$ cat config.mk
export PLATFORM = sky130hd
export DESIGN_NAME = pkt_capture
export DESIGN_NICKNAME = d
export VERILOG_FILES = /design/src/rtl/tcpdump_pkg.sv /design/src/rtl/ring_addr_gen.sv /design/src/rtl/pkt_capture.sv
export SDC_FILE = /design/constraint.sdc
export NUM_CORES = 1
export LEC_CHECK = 0
export ABC_AREA = 0
export BUFFER_PORTS_ARGS = -buffer_cell sky130_fd_sc_hd__buf_4
export CAP_MARGIN = 20
export CORE_UTILIZATION = 30
export CTS_BUF_LIST = sky130_fd_sc_hd__clkbuf_16
export DETAILED_ROUTE_END_ITERATION = 10
export PLACE_DENSITY_LB_ADDON = 0.3
export SETUP_SLACK_MARGIN = 0.2
export SYNTH_ARGS = -nofsm -noshare
export SYNTH_HDL_FRONTEND = slang
export SYNTH_SLANG_ARGS = --single-unit
$ cat constraint.sdc
create_clock -name clk -period 20.1 [get_ports clk]
set_input_delay 6.03 -clock clk [delete_from_list [all_inputs] [get_ports clk]]
set_output_delay 6.03 -clock clk [all_outputs]
set_load 0.02 [all_outputs]
$ cat src/rtl/tcpdump_pkg.sv
// Shared types and constants for the capture path and the packet writer.
package tcpdump_pkg;

  typedef enum logic [2:0] {
    IDLE,
    CAPTURE,
    DROP,
    ANNOUNCE,
    WAIT_DONE
  } cap_state_t;

  localparam logic [31:0] TS_HDR_BYTES = 32'd16;
  localparam logic [31:0] REC_ALIGN    = 32'd16;
  localparam int DEFAULT_MAX_PKT_WORDS = 380;

  // Descriptor handed to the writer for each announced packet.
  typedef struct packed {
    logic [31:0] pktBegin;
    logic [31:0] pktEnd;
    logic [31:0] address;
    logic [31:0] tsSec;
    logic [31:0] tsNs;
    logic [31:0] ctrl;
  } pkt_desc_t;

  // Ring record size: timestamp header plus payload, padded to the record alignment.
  function automatic logic [31:0] recordBytes(input logic [31:0] lenBytes);
    recordBytes = (lenBytes + TS_HDR_BYTES + REC_ALIGN - 32'd1) & ~(REC_ALIGN - 32'd1);
  endfunction

endpackage

$ cat src/rtl/ring_addr_gen.sv
// Owns the capture ring write pointer. The record placement (wrap back to the
// ring base when the record would run past the end) is combinational from the
// pending length, and the pointer moves past the record on a commit strobe.
module ring_addr_gen #(
  parameter logic [31:0] RING_BASE = 32'h0000_0000,
  parameter logic [31:0] RING_SIZE = 32'h0010_0000
) (
  input  logic        clk,
  input  logic        reset,
  input  logic [31:0] i_length,
  input  logic        i_commit,
  output logic [31:0] o_address
);
  import tcpdump_pkg::*;

  logic [31:0] r_wrPtr;
  logic [31:0] w_record;
  logic [32:0] w_recEnd;
  logic [32:0] w_ringEnd;

  // Record size and wrap decision; 33-bit sums so the compare cannot overflow.
  always_comb begin
    w_record  = recordBytes(i_length);
    w_recEnd  = {1'b0, r_wrPtr} + {1'b0, w_record};
    w_ringEnd = {1'b0, RING_BASE} + {1'b0, RING_SIZE};
    o_address = (w_recEnd > w_ringEnd) ? RING_BASE : r_wrPtr;
  end

  // Advance the write pointer past the committed record.
  always_ff @(posedge clk) begin
    if (!reset) begin
      r_wrPtr <= RING_BASE;
    end else if (i_commit) begin
      r_wrPtr <= o_address + w_record;
    end
  end

endmodule

$ cat src/rtl/pkt_capture.sv
// Ingress capture stage: writes admitted Avalon-ST packets into the packet FIFO,
// then announces one descriptor per packet to the writer and waits for it to finish.
module pkt_capture #(
  parameter logic [31:0] RING_BASE     = 32'h0000_0000,
  parameter logic [31:0] RING_SIZE     = 32'h0010_0000,
  parameter int          MAX_PKT_WORDS = tcpdump_pkg::DEFAULT_MAX_PKT_WORDS,
  parameter int          FIFO_DEPTH    = 512
) (
  input  logic        clk,
  input  logic        reset,
  input  logic [31:0] st_data,
  input  logic        st_valid,
  input  logic        st_sop,
  input  logic        st_eop,
  input  logic [1:0]  st_empty,
  input  logic        st_error,
  output logic        st_ready,
  input  logic [31:0] control,
  input  logic [31:0] seconds,
  input  logic [31:0] nanoseconds,
  output logic [31:0] fifo_data,
  output logic        fifo_wrreq,
  input  logic [8:0]  fifo_usedw,
  input  logic        fifo_full,
  output logic        wr_ctrl,
  input  logic        wr_ctrl_rdy,
  output logic [31:0] pkt_begin,
  output logic [31:0] pkt_end,
  output logic [31:0] write_address,
  output logic [31:0] ts_seconds,
  output logic [31:0] ts_nanoseconds,
  output logic [31:0] ctrl_out,
  output logic [31:0] pkt_count,
  output logic [31:0] drop_count,
  output logic [31:0] trunc_count,
  output logic [31:0] err_count
);
  import tcpdump_pkg::*;

  localparam logic [31:0] MAX_WORDS = 32'(MAX_PKT_WORDS);
  localparam logic [31:0] MAX_LEN   = 32'(MAX_PKT_WORDS * 4);
  localparam logic [31:0] DEPTH     = 32'(FIFO_DEPTH);

  cap_state_t  r_state, w_nextState;
  pkt_desc_t   r_desc;
  logic        r_wrCtrl, r_fifoWrreq, r_trunc, r_err;
  logic [31:0] r_fifoData, r_wordCount, r_length, r_offset, r_sopSec, r_sopNs;
  logic [31:0] r_pktCount, r_dropCount, r_truncCount, r_errCount;

  logic        w_canAdmit, w_wrEn, w_startPkt, w_endPkt, w_truncBeat;
  logic        w_drop, w_announce, w_commit;
  logic [31:0] w_free, w_wordsNow, w_lenNow, w_ringAddr;

  assign w_free     = DEPTH - {23'b0, fifo_usedw};
  assign w_canAdmit = control[0] && (w_free >= MAX_WORDS) && !fifo_full;

  ring_addr_gen #(
    .RING_BASE (RING_BASE),
    .RING_SIZE (RING_SIZE)
  ) u_ring (
    .clk       (clk),
    .reset     (reset),
    .i_length  (r_length),
    .i_commit  (w_commit),
    .o_address (w_ringAddr)
  );

  // State register.
  always_ff @(posedge clk) begin
    if (!reset) r_state <= IDLE;
    else        r_state <= w_nextState;
  end

  // Next state and per-beat strobes; packet length is formed on the EOP beat.
  always_comb begin
    w_nextState = r_state;
    w_wrEn      = 1'b0;
    w_startPkt  = 1'b0;
    w_endPkt    = 1'b0;
    w_truncBeat = 1'b0;
    w_drop      = 1'b0;
    w_announce  = 1'b0;
    w_commit    = 1'b0;
    w_wordsNow  = 32'd1;
    w_lenNow    = '0;
    case (r_state)
      IDLE: begin
        if (st_valid && st_sop) begin
          if (w_canAdmit) begin
            w_startPkt = 1'b1;
            w_wrEn     = 1'b1;
            if (st_eop) begin
              w_endPkt    = 1'b1;
              w_nextState = ANNOUNCE;
            end else begin
              w_nextState = CAPTURE;
            end
          end else begin
            w_drop = 1'b1;
            if (!st_eop) w_nextState = DROP;
          end
        end
      end
      CAPTURE: begin
        if (st_valid) begin
          if (r_wordCount < MAX_WORDS) w_wrEn = 1'b1;
          else                         w_truncBeat = 1'b1;
          if (st_eop) begin
            w_endPkt    = 1'b1;
            w_nextState = ANNOUNCE;
          end
        end
      end
      DROP: begin
        if (st_valid && st_eop) w_nextState = IDLE;
      end
      ANNOUNCE: begin
        w_announce  = 1'b1;
        w_nextState = WAIT_DONE;
        if (st_valid && st_sop) w_drop = 1'b1;
      end
      WAIT_DONE: begin
        if (st_valid && st_sop) w_drop = 1'b1;
        if (wr_ctrl_rdy && !r_wrCtrl) begin
          w_commit    = 1'b1;
          w_nextState = IDLE;
        end
      end
      default: w_nextState = IDLE;
    endcase
    if (r_state == CAPTURE) w_wordsNow = r_wordCount + {31'b0, w_wrEn};
    if ((r_state == CAPTURE) && (r_trunc || w_truncBeat)) w_lenNow = MAX_LEN;
    else w_lenNow = (w_wordsNow << 2) - {30'b0, st_empty};
  end

  // FIFO write path, per-packet bookkeeping, descriptor and statistics.
  always_ff @(posedge clk) begin
    if (!reset) begin
      r_wrCtrl      <= 1'b0;
      r_fifoWrreq   <= 1'b0;
      r_fifoData    <= '0;
      r_wordCount   <= '0;
      r_trunc       <= 1'b0;
      r_err         <= 1'b0;
      r_length      <= '0;
      r_offset      <= '0;
      r_sopSec      <= '0;
      r_sopNs       <= '0;
      r_desc        <= '0;
      r_desc.address <= RING_BASE;
      r_pktCount    <= '0;
      r_dropCount   <= '0;
      r_truncCount  <= '0;
      r_errCount    <= '0;
    end else begin
      r_wrCtrl    <= 1'b0;
      r_fifoWrreq <= w_wrEn;
      if (w_wrEn) r_fifoData <= st_data;
      if (w_startPkt) begin
        r_sopSec    <= seconds;
        r_sopNs     <= nanoseconds;
        r_wordCount <= 32'd1;
        r_trunc     <= 1'b0;
      end else begin
        if (w_wrEn)      r_wordCount <= r_wordCount + 32'd1;
        if (w_truncBeat) r_trunc     <= 1'b1;
      end
      if (w_endPkt) begin
        r_length <= w_lenNow;
        r_err    <= st_error;
      end
      if (w_announce) begin
        r_wrCtrl        <= 1'b1;
        r_desc.pktBegin <= r_offset;
        r_desc.pktEnd   <= r_offset + r_length;
        r_desc.address  <= w_ringAddr;
        r_desc.tsSec    <= r_sopSec;
        r_desc.tsNs     <= r_sopNs;
        r_desc.ctrl     <= control;
        r_offset        <= r_offset + r_length;
        r_pktCount      <= r_pktCount + 32'd1;
        if (r_err)   r_errCount   <= r_errCount + 32'd1;
        if (r_trunc) r_truncCount <= r_truncCount + 32'd1;
      end
      if (w_drop) r_dropCount <= r_dropCount + 32'd1;
    end
  end

  assign st_ready       = 1'b1;
  assign fifo_data      = r_fifoData;
  assign fifo_wrreq     = r_fifoWrreq;
  assign wr_ctrl        = r_wrCtrl;
  assign pkt_begin      = r_desc.pktBegin;
  assign pkt_end        = r_desc.pktEnd;
  assign write_address  = r_desc.address;
  assign ts_seconds     = r_desc.tsSec;
  assign ts_nanoseconds = r_desc.tsNs;
  assign ctrl_out       = r_desc.ctrl;
  assign pkt_count      = r_pktCount;
  assign drop_count     = r_dropCount;
  assign trunc_count    = r_truncCount;
  assign err_count      = r_errCount;

endmodule

Word level (Yosys, flattened, before mapping)
Cells that the tools add are included.
{"block": "totals", "register_bits": 519, "input_bits": 147, "output_inout_bits": 355, "wordCells": 102}
{"block": "classes", "addsub": 14, "n_lt_le_gt_ge": 3, "eq_ne": 10, "mux": 36, "n_bitwise": 1, "n_reduce_logical": 16}
{"operator": "32-bit by 1-bit adder with 32-bit output (second input constant)", "count": 5}
{"operator": "32-bit adder", "count": 2}
{"operator": "32-bit by 5-bit adder with 32-bit output (second input constant)", "count": 2}
{"operator": "32-bit two-way mux", "count": 2}
{"operator": "32-bit by 32-bit adder with 33-bit output", "count": 1}
{"operator": "33-bit by 21-bit greater-than comparator with 1-bit output (second input constant)", "count": 1}
{"operator": "32-bit by 9-bit greater-or-equal comparator with 1-bit output (second input constant)", "count": 1}
{"operator": "32-bit by 9-bit less-than comparator with 1-bit output (second input constant)", "count": 1}
{"operator": "32-bit by 1-bit subtractor with 32-bit output (second input constant)", "count": 1}
{"operator": "32-bit by 2-bit subtractor with 32-bit output", "count": 1}
{"operator": "30-bit by 1-bit adder with 30-bit output", "count": 1}
{"operator": "30-bit two-way mux", "count": 1}
{"operator": "1-bit two-way mux", "count": 21}
{"operator": "3-bit two-way mux", "count": 7}
{"operator": "3-bit case mux with 5 select lines", "count": 1}
{"operator": "10-bit by 9-bit subtractor with 11-bit output (first input constant)", "count": 1}
{"operator": "2-bit inequality test (second input constant)", "count": 5}
{"operator": "3-bit by 2-bit equality test with 1-bit output (second input constant)", "count": 2}
{"operator": "1-bit logical AND", "count": 6}
{"operator": "1-bit case mux with 2 select lines", "count": 3}
{"operator": "6-bit AND reduction", "count": 1}
{"operator": "2-bit AND reduction", "count": 2}
{"operator": "2-bit OR reduction", "count": 2}
{"operator": "3-bit by 1-bit equality test with 1-bit output (second input constant)", "count": 1}
{"operator": "other kinds (8)", "count": 9}

Logic depth before layout (Yosys ltp)
{"block": "logic_depth", "ltp_word": 11, "ltp_mapped": 34, "mapped_depth_nobuf": 31}

Modules after synthesis
From an unflattened synthesis, not the netlist that was laid out.
{"block": "hier_totals", "cells_unflattened": 3206, "area_unflattened_um2": 25270.5}
{"module": "pkt_capture", "instances": 1, "cells_each": 2564, "area_per_inst_um2": 20409.6, "seq_area_each_um2": 9749.4}
{"module": "ring_addr_gen", "instances": 1, "cells_each": 642, "area_per_inst_um2": 4860.9, "seq_area_each_um2": 640.6}

Worst setup path before layout
Ideal clock, no wire load.
{"block": "synth_path", "kind": "input -> register", "startpoint": "input port fifo_usedw[5]", "endpoint": "register r_length[30]", "setup_time_ns": 0.061, "t_arrival_ns": 10.456, "required_ns": 20.039, "setup_slack_ns": 9.583, "stages": 20, "n_path_buf": 3, "path_cell_list": "nor4_1 -> a21boi_0 -> nor2_1 -> and2_1 -> nor2_1 -> inv_1 -> clkbuf_1 -> clkbuf_1 -> ha_1 -> ha_1 -> clkbuf_1 -> nand3_1 -> nor4_1 -> a31oi_1 -> nor4bb_1 -> o22ai_1 -> a211o_1 -> nand3b_1 -> o41ai_1 -> a32o_1"}
{"block": "synth_between", "elab_chain_len": 11, "elab_cells_between_ends": 14, "classes_between": "3 x add/sub; 1 x order compare; 8 x mux; 2 x reduce/logical"}
{"item": "from (decl)", "line_no": "pkt_capture.sv:23", "text": "input logic [8:0] fifo_usedw,"}
{"item": "10-bit by 9-bit subtractor with 11-bit output", "line_no": "pkt_capture.sv:54", "text": "assign w_free = DEPTH - {23'b0, fifo_usedw};"}
{"item": "32-bit by 9-bit greater-or-equal comparator with 1-bit output", "line_no": "pkt_capture.sv:55", "text": "assign w_canAdmit = control[0] && (w_free >= MAX_WORDS) && !fifo_full;"}
{"item": "1-bit logical AND (2 in a row)", "line_no": "pkt_capture.sv:55"}
{"item": "1-bit two-way mux", "line_no": "pkt_capture.sv:89", "text": "if (w_canAdmit) begin"}
{"item": "1-bit two-way mux", "line_no": "pkt_capture.sv:88", "text": "if (st_valid && st_sop) begin"}
{"item": "1-bit case mux with 2 select lines", "line_no": "pkt_capture.sv:86", "text": "case (r_state)"}
{"item": "via w_wrEn", "line_no": "pkt_capture.sv:50", "text": "logic w_canAdmit, w_wrEn, w_startPkt, w_endPkt, w_truncBeat;"}
{"item": "30-bit by 1-bit adder with 30-bit output", "line_no": "pkt_capture.sv:131", "text": "if (r_state == CAPTURE) w_wordsNow = r_wordCount + {31'b0, w_wrEn};"}
{"item": "30-bit two-way mux", "line_no": "pkt_capture.sv:131"}
{"item": "32-bit by 2-bit subtractor with 32-bit output", "line_no": "pkt_capture.sv:133", "text": "else w_lenNow = (w_wordsNow << 2) - {30'b0, st_empty};"}
{"item": "32-bit two-way mux", "line_no": "pkt_capture.sv:132", "text": "if ((r_state == CAPTURE) && (r_trunc || w_truncBeat)) w_lenNow = MAX_LEN;"}
{"item": "to (signal assigned)", "line_no": "pkt_capture.sv:169", "text": "r_length <= w_lenNow;"}
{"item": "to (decl)", "line_no": "pkt_capture.sv:47", "text": "logic [31:0] r_fifoData, r_wordCount, r_length, r_offset, r_sopSec, r_sopNs;"}
The timed path passes the listed nets, and every way through them passes these cells.
A chain may end at the register's enable or synchronous reset.

Worst setup path after layout
{"block": "layout_path", "startpoint": "input port fifo_usedw[5]", "endpoint": "register r_length[30]"}
{"block": "layout_between", "elab_chain_len": 11, "elab_cells_between_ends": 14, "classes_between": "3 x add/sub; 1 x order compare; 8 x mux; 2 x reduce/logical"}
{"item": "10-bit by 9-bit subtractor with 11-bit output *", "line_no": "pkt_capture.sv:54"}
{"item": "32-bit by 9-bit greater-or-equal comparator with 1-bit output *", "line_no": "pkt_capture.sv:55"}
{"item": "1-bit logical AND * (2 in a row)", "line_no": "pkt_capture.sv:55"}
{"item": "1-bit two-way mux", "line_no": "pkt_capture.sv:89"}
{"item": "1-bit two-way mux", "line_no": "pkt_capture.sv:88"}
{"item": "1-bit case mux with 2 select lines", "line_no": "pkt_capture.sv:86"}
{"item": "30-bit by 1-bit adder with 30-bit output", "line_no": "pkt_capture.sv:131"}
{"item": "30-bit two-way mux", "line_no": "pkt_capture.sv:131"}
{"item": "32-bit by 2-bit subtractor with 32-bit output", "line_no": "pkt_capture.sv:133"}
{"item": "32-bit two-way mux", "line_no": "pkt_capture.sv:132"}
Mark *: on every way between the ends. The rest lies on a longest branch, timed or not.

==> impl_metrics.env <==
export IMPL_ys_async_sr_fraction_pct=0
export IMPL_grt_pass1_wl_mm=123
export IMPL_syn_cell_area_sq_mm=0.0249
export IMPL_pin_count=502
export IMPL_synth_ff_type="dfxtp_1"
export IMPL_rrSetupSlack_ns=11.18
export IMPL_ant_nets=0
export IMPL_io_buffers=500
export IMPL_rows=105
export IMPL_required_ns=20.64
export IMPL_holdWs_ns=0.451
export IMPL_dp_hpwl_mm=57.7
export IMPL_min_period_ns=11.47
export IMPL_final_common_cell="nand2_1"
export IMPL_critPathLaunchType="input port"
export IMPL_hold_viol_final=0
export IMPL_rsz0062_at_grt="false"
export IMPL_critPathCaptureType="register"
export IMPL_whs_endpoint="ts_nanoseconds[21]"
export IMPL_cts_root_buf="clkbuf_16"
export IMPL_power_per_cell_area_mw_per_mm2=70.1
export IMPL_drv_slew=0
export IMPL_min_path_type="reg2reg"
export IMPL_route_detailed_drc=0
export IMPL_dieArea_sq_mm=0.0843
export IMPL_h_tree_depth=2
export IMPL_drt_total_wl_mm=79.9
export IMPL_clock_latency_ns=0.65
export IMPL_drt_initial_drc_count=1405
export IMPL_grt_start_max_net_pins=112
export IMPL_fin_tns_setup_ns=0
export IMPL_max_cap_viol_count=0
export IMPL_reg2reg_to="u_ring.r_wrPtr[31]"
export IMPL_final_cells=4671
export IMPL_path_class="in2reg"
export IMPL_cts_sinks=519
export IMPL_mostFrequentLayoutCells="nand2_1 (686), dfxtp_1 (519), buf_4 (518), a21oi_1 (394), nor2_1 (241)"
export IMPL_core_sq_mm=0.0822
export IMPL_r2r_start="r_length[1]"
export IMPL_hp_start="r_sopNs[21]"
export IMPL_wl_per_cell_um=17.1
export IMPL_cts_repair_resized=0
export IMPL_cts_tree="yes"
export IMPL_grt_ovfl_total=0
export IMPL_worstPathMaxFanout=65
export IMPL_antenna_found_initial=7
export IMPL_tightestPinTransition_ns=1.10
export IMPL_worst_ep_arrival_time_ns=12.01
export IMPL_grt_pass1_vias=21374
export IMPL_syn_to_final_growth_pct=26.9
export IMPL_gp_congestion=0.874
export IMPL_clk_pin_slew_ns=0.06
export IMPL_fillerInstances=8562
export IMPL_postCtsHoldBufs=0
export IMPL_start_util_pct=30.3
export IMPL_synth_warnings=0
export IMPL_setup_viol=0
export IMPL_die_y_um=290
export IMPL_synth_edf_count=0
export IMPL_ys_types=75
export IMPL_dp_cells=4559
export IMPL_via_per_inst=4.97
export IMPL_relSlewSlack_pct=26.6
export IMPL_skew_ns=0.0541
export IMPL_post_cts_repair_setup_buffers=0
export IMPL_fin_nets=3799
export IMPL_whs_path_depth=2
export IMPL_max_freq_ghz=0.0872
export IMPL_seq_area_frac_synth_pct=41.6
export IMPL_fin_util_pct=38.5
export IMPL_p_leak_nw=12.9
export IMPL_status="finished clean"
export IMPL_cts_buffers=60
export IMPL_layout_drive_gt1_share_pct=17.8
export IMPL_syn_inst=3130
export IMPL_reg2reg_depth=29
export IMPL_ys_ff_latch=519
export IMPL_die_w_um=290
export IMPL_cp_startpoint="fifo_usedw[5]"
export IMPL_avgSynthCellArea_sq_um=7.97
export IMPL_max_vdd_ir_drop_mv=0.0662
export IMPL_synthesis_nets=3376
export IMPL_globalRouteTotalUtil_pct=18.1
export IMPL_dr_pass1_iters=5
export IMPL_vias=23214
export IMPL_finalCritPeriodShare_pct=57.1
export IMPL_cts_buffer_depth=3
==> sequential cells by signal, summed over array words and instances (netlist names), 3 cells and up <==
signal / flops
ctrl_out: 32
drop_count: 32
err_count: 32
fifo_data: 32
pkt_begin: 32
pkt_count: 32
r_length: 32
r_offset: 32
r_sopNs: 32
r_sopSec: 32
r_wordCount: 32
trunc_count: 32
ts_nanoseconds: 32
ts_seconds: 32
u_ring.r_wrPtr: 32
write_address: 32
r_state: 3
==> synth_stat cells, drive strengths merged (7+ instances only) <==
library cell	n	share of area [%]
o211ai	13	0.41
o211a	7	0.28
a41oi	8	0.31
nand4	56	1.4
o21bai	12	0.36
and2	50	1.3
clkbuf	139	2.1
or3	46	1.2
a211oi	14	0.44
nand2	687	10
xnor2	99	3.5
and3	50	1.3
dfxtp	519	42
nor2b	12	0.30
nor4	19	0.54
a31oi	24	0.60
xor2	117	4.1
nand2b	11	0.28
o31ai	8	0.24
a21o	45	1.4
buf	20	0.51
ha	96	4.8
a21oi	394	7.9
nand3	95	1.9
o21a	10	0.30
a32o	36	1.4
nand3b	8	0.24
nor3	39	0.78
and4	17	0.60
a2111oi	8	0.41
inv	55	0.83
o21ai	86	1.7
mux2i	9	0.36
nor2	244	3.7
or2	11	0.28
==> power breakdown <==
| part | switching (mW) | total [mW] | internal, mW |
|---|---|---|---|
| Sequential | 0.00193 | 1.03 | 1.03 |
| Clock | 0.465 | 1.13 | 0.661 |
| Combinational | 0.0342 | 0.0594 | 0.0253 |
==> critical path, cell delays in order <==
cell and delay (ns):
buf_4 0.11, nor4_1 0.24, a21boi_0 0.19, nor2_1 0.29
and2_2 0.20, buf_4 0.57, nor2_4 0.34, inv_1 0.12
buf_4 0.40, ha_1 0.28, ha_1 0.31, nand3_1 0.24
nor4_1 0.76, a31oi_1 0.18, nor4bb_1 0.30, o22ai_1 0.15
a211o_1 0.36, nand3b_1 0.26, o41ai_1 0.41, a32o_1 0.20
==> per-layer routing <==
metal  vias up  share of wire, %  track usage (%)
li1      11696                 -                -
met1     10836                44             23.1
met2       528                48             30.2
met3       150               4.8             2.98
met4         4               3.9             7.55
met5         -             0.034                0
==> worst max-delay path by stage <==
stage,endpoint,slack [ns],cells after the start
final,r_length[30],8.63,20
after floorplan,r_length[30],9.58,20
after CTS,r_length[30],8.59,20
after detailed placement,r_length[30],7.96,20
after global placement,r_length[30],8.04,20
after global routing,r_length[30],7.89,20
==> cell families (layout without fill, tap and decap cells) <==
family                     after synthesis  count (layout)  share of synthesized area (%)
and+or+nand+nor                       1356            1356                           24.4
adders and majority gates               99              99                           5.06
buffers and inverters                  215             682                           3.45
DFF                                    519             519                           41.6
other                                    1               5                         0.0150
muxes                                    9               9                          0.361
AOI/OAI and AO/OA                      715             715                           17.5
xor gates and xnor gates               216             216                           7.58
==> layout make-up <==
type                       instances  area [sq um]  share of cell area, %
multi-input combinational       2396         13700                   43.4
clock inverter                    46           527                   1.66
sequential                       519         10400                   32.8
tap                             1070          1340                   4.23
antenna                            4          10.0                 0.0316
clock buffer                      60          1500                   4.74
inverter                          56           218                  0.688
timing repair buffer             520          3940                   12.5
==> stage by stage <==
stage | setup slack [ns] | cell area [sq um] | power, mW
6_report | 8.63 | 31700 | 2.22
5_1_grt | 7.89 | 31700 | 2.30
4_1_cts | 8.59 | 31600 | 2.25
3_5_place_dp | 7.96 | 29600 | 1.11
3_3_place_gp | 8.04 | 29600 | 1.11
2_1_floorplan | 9.58 | 24900 | 1.08
No activity file was read; power rests on OpenSTA's default activity.
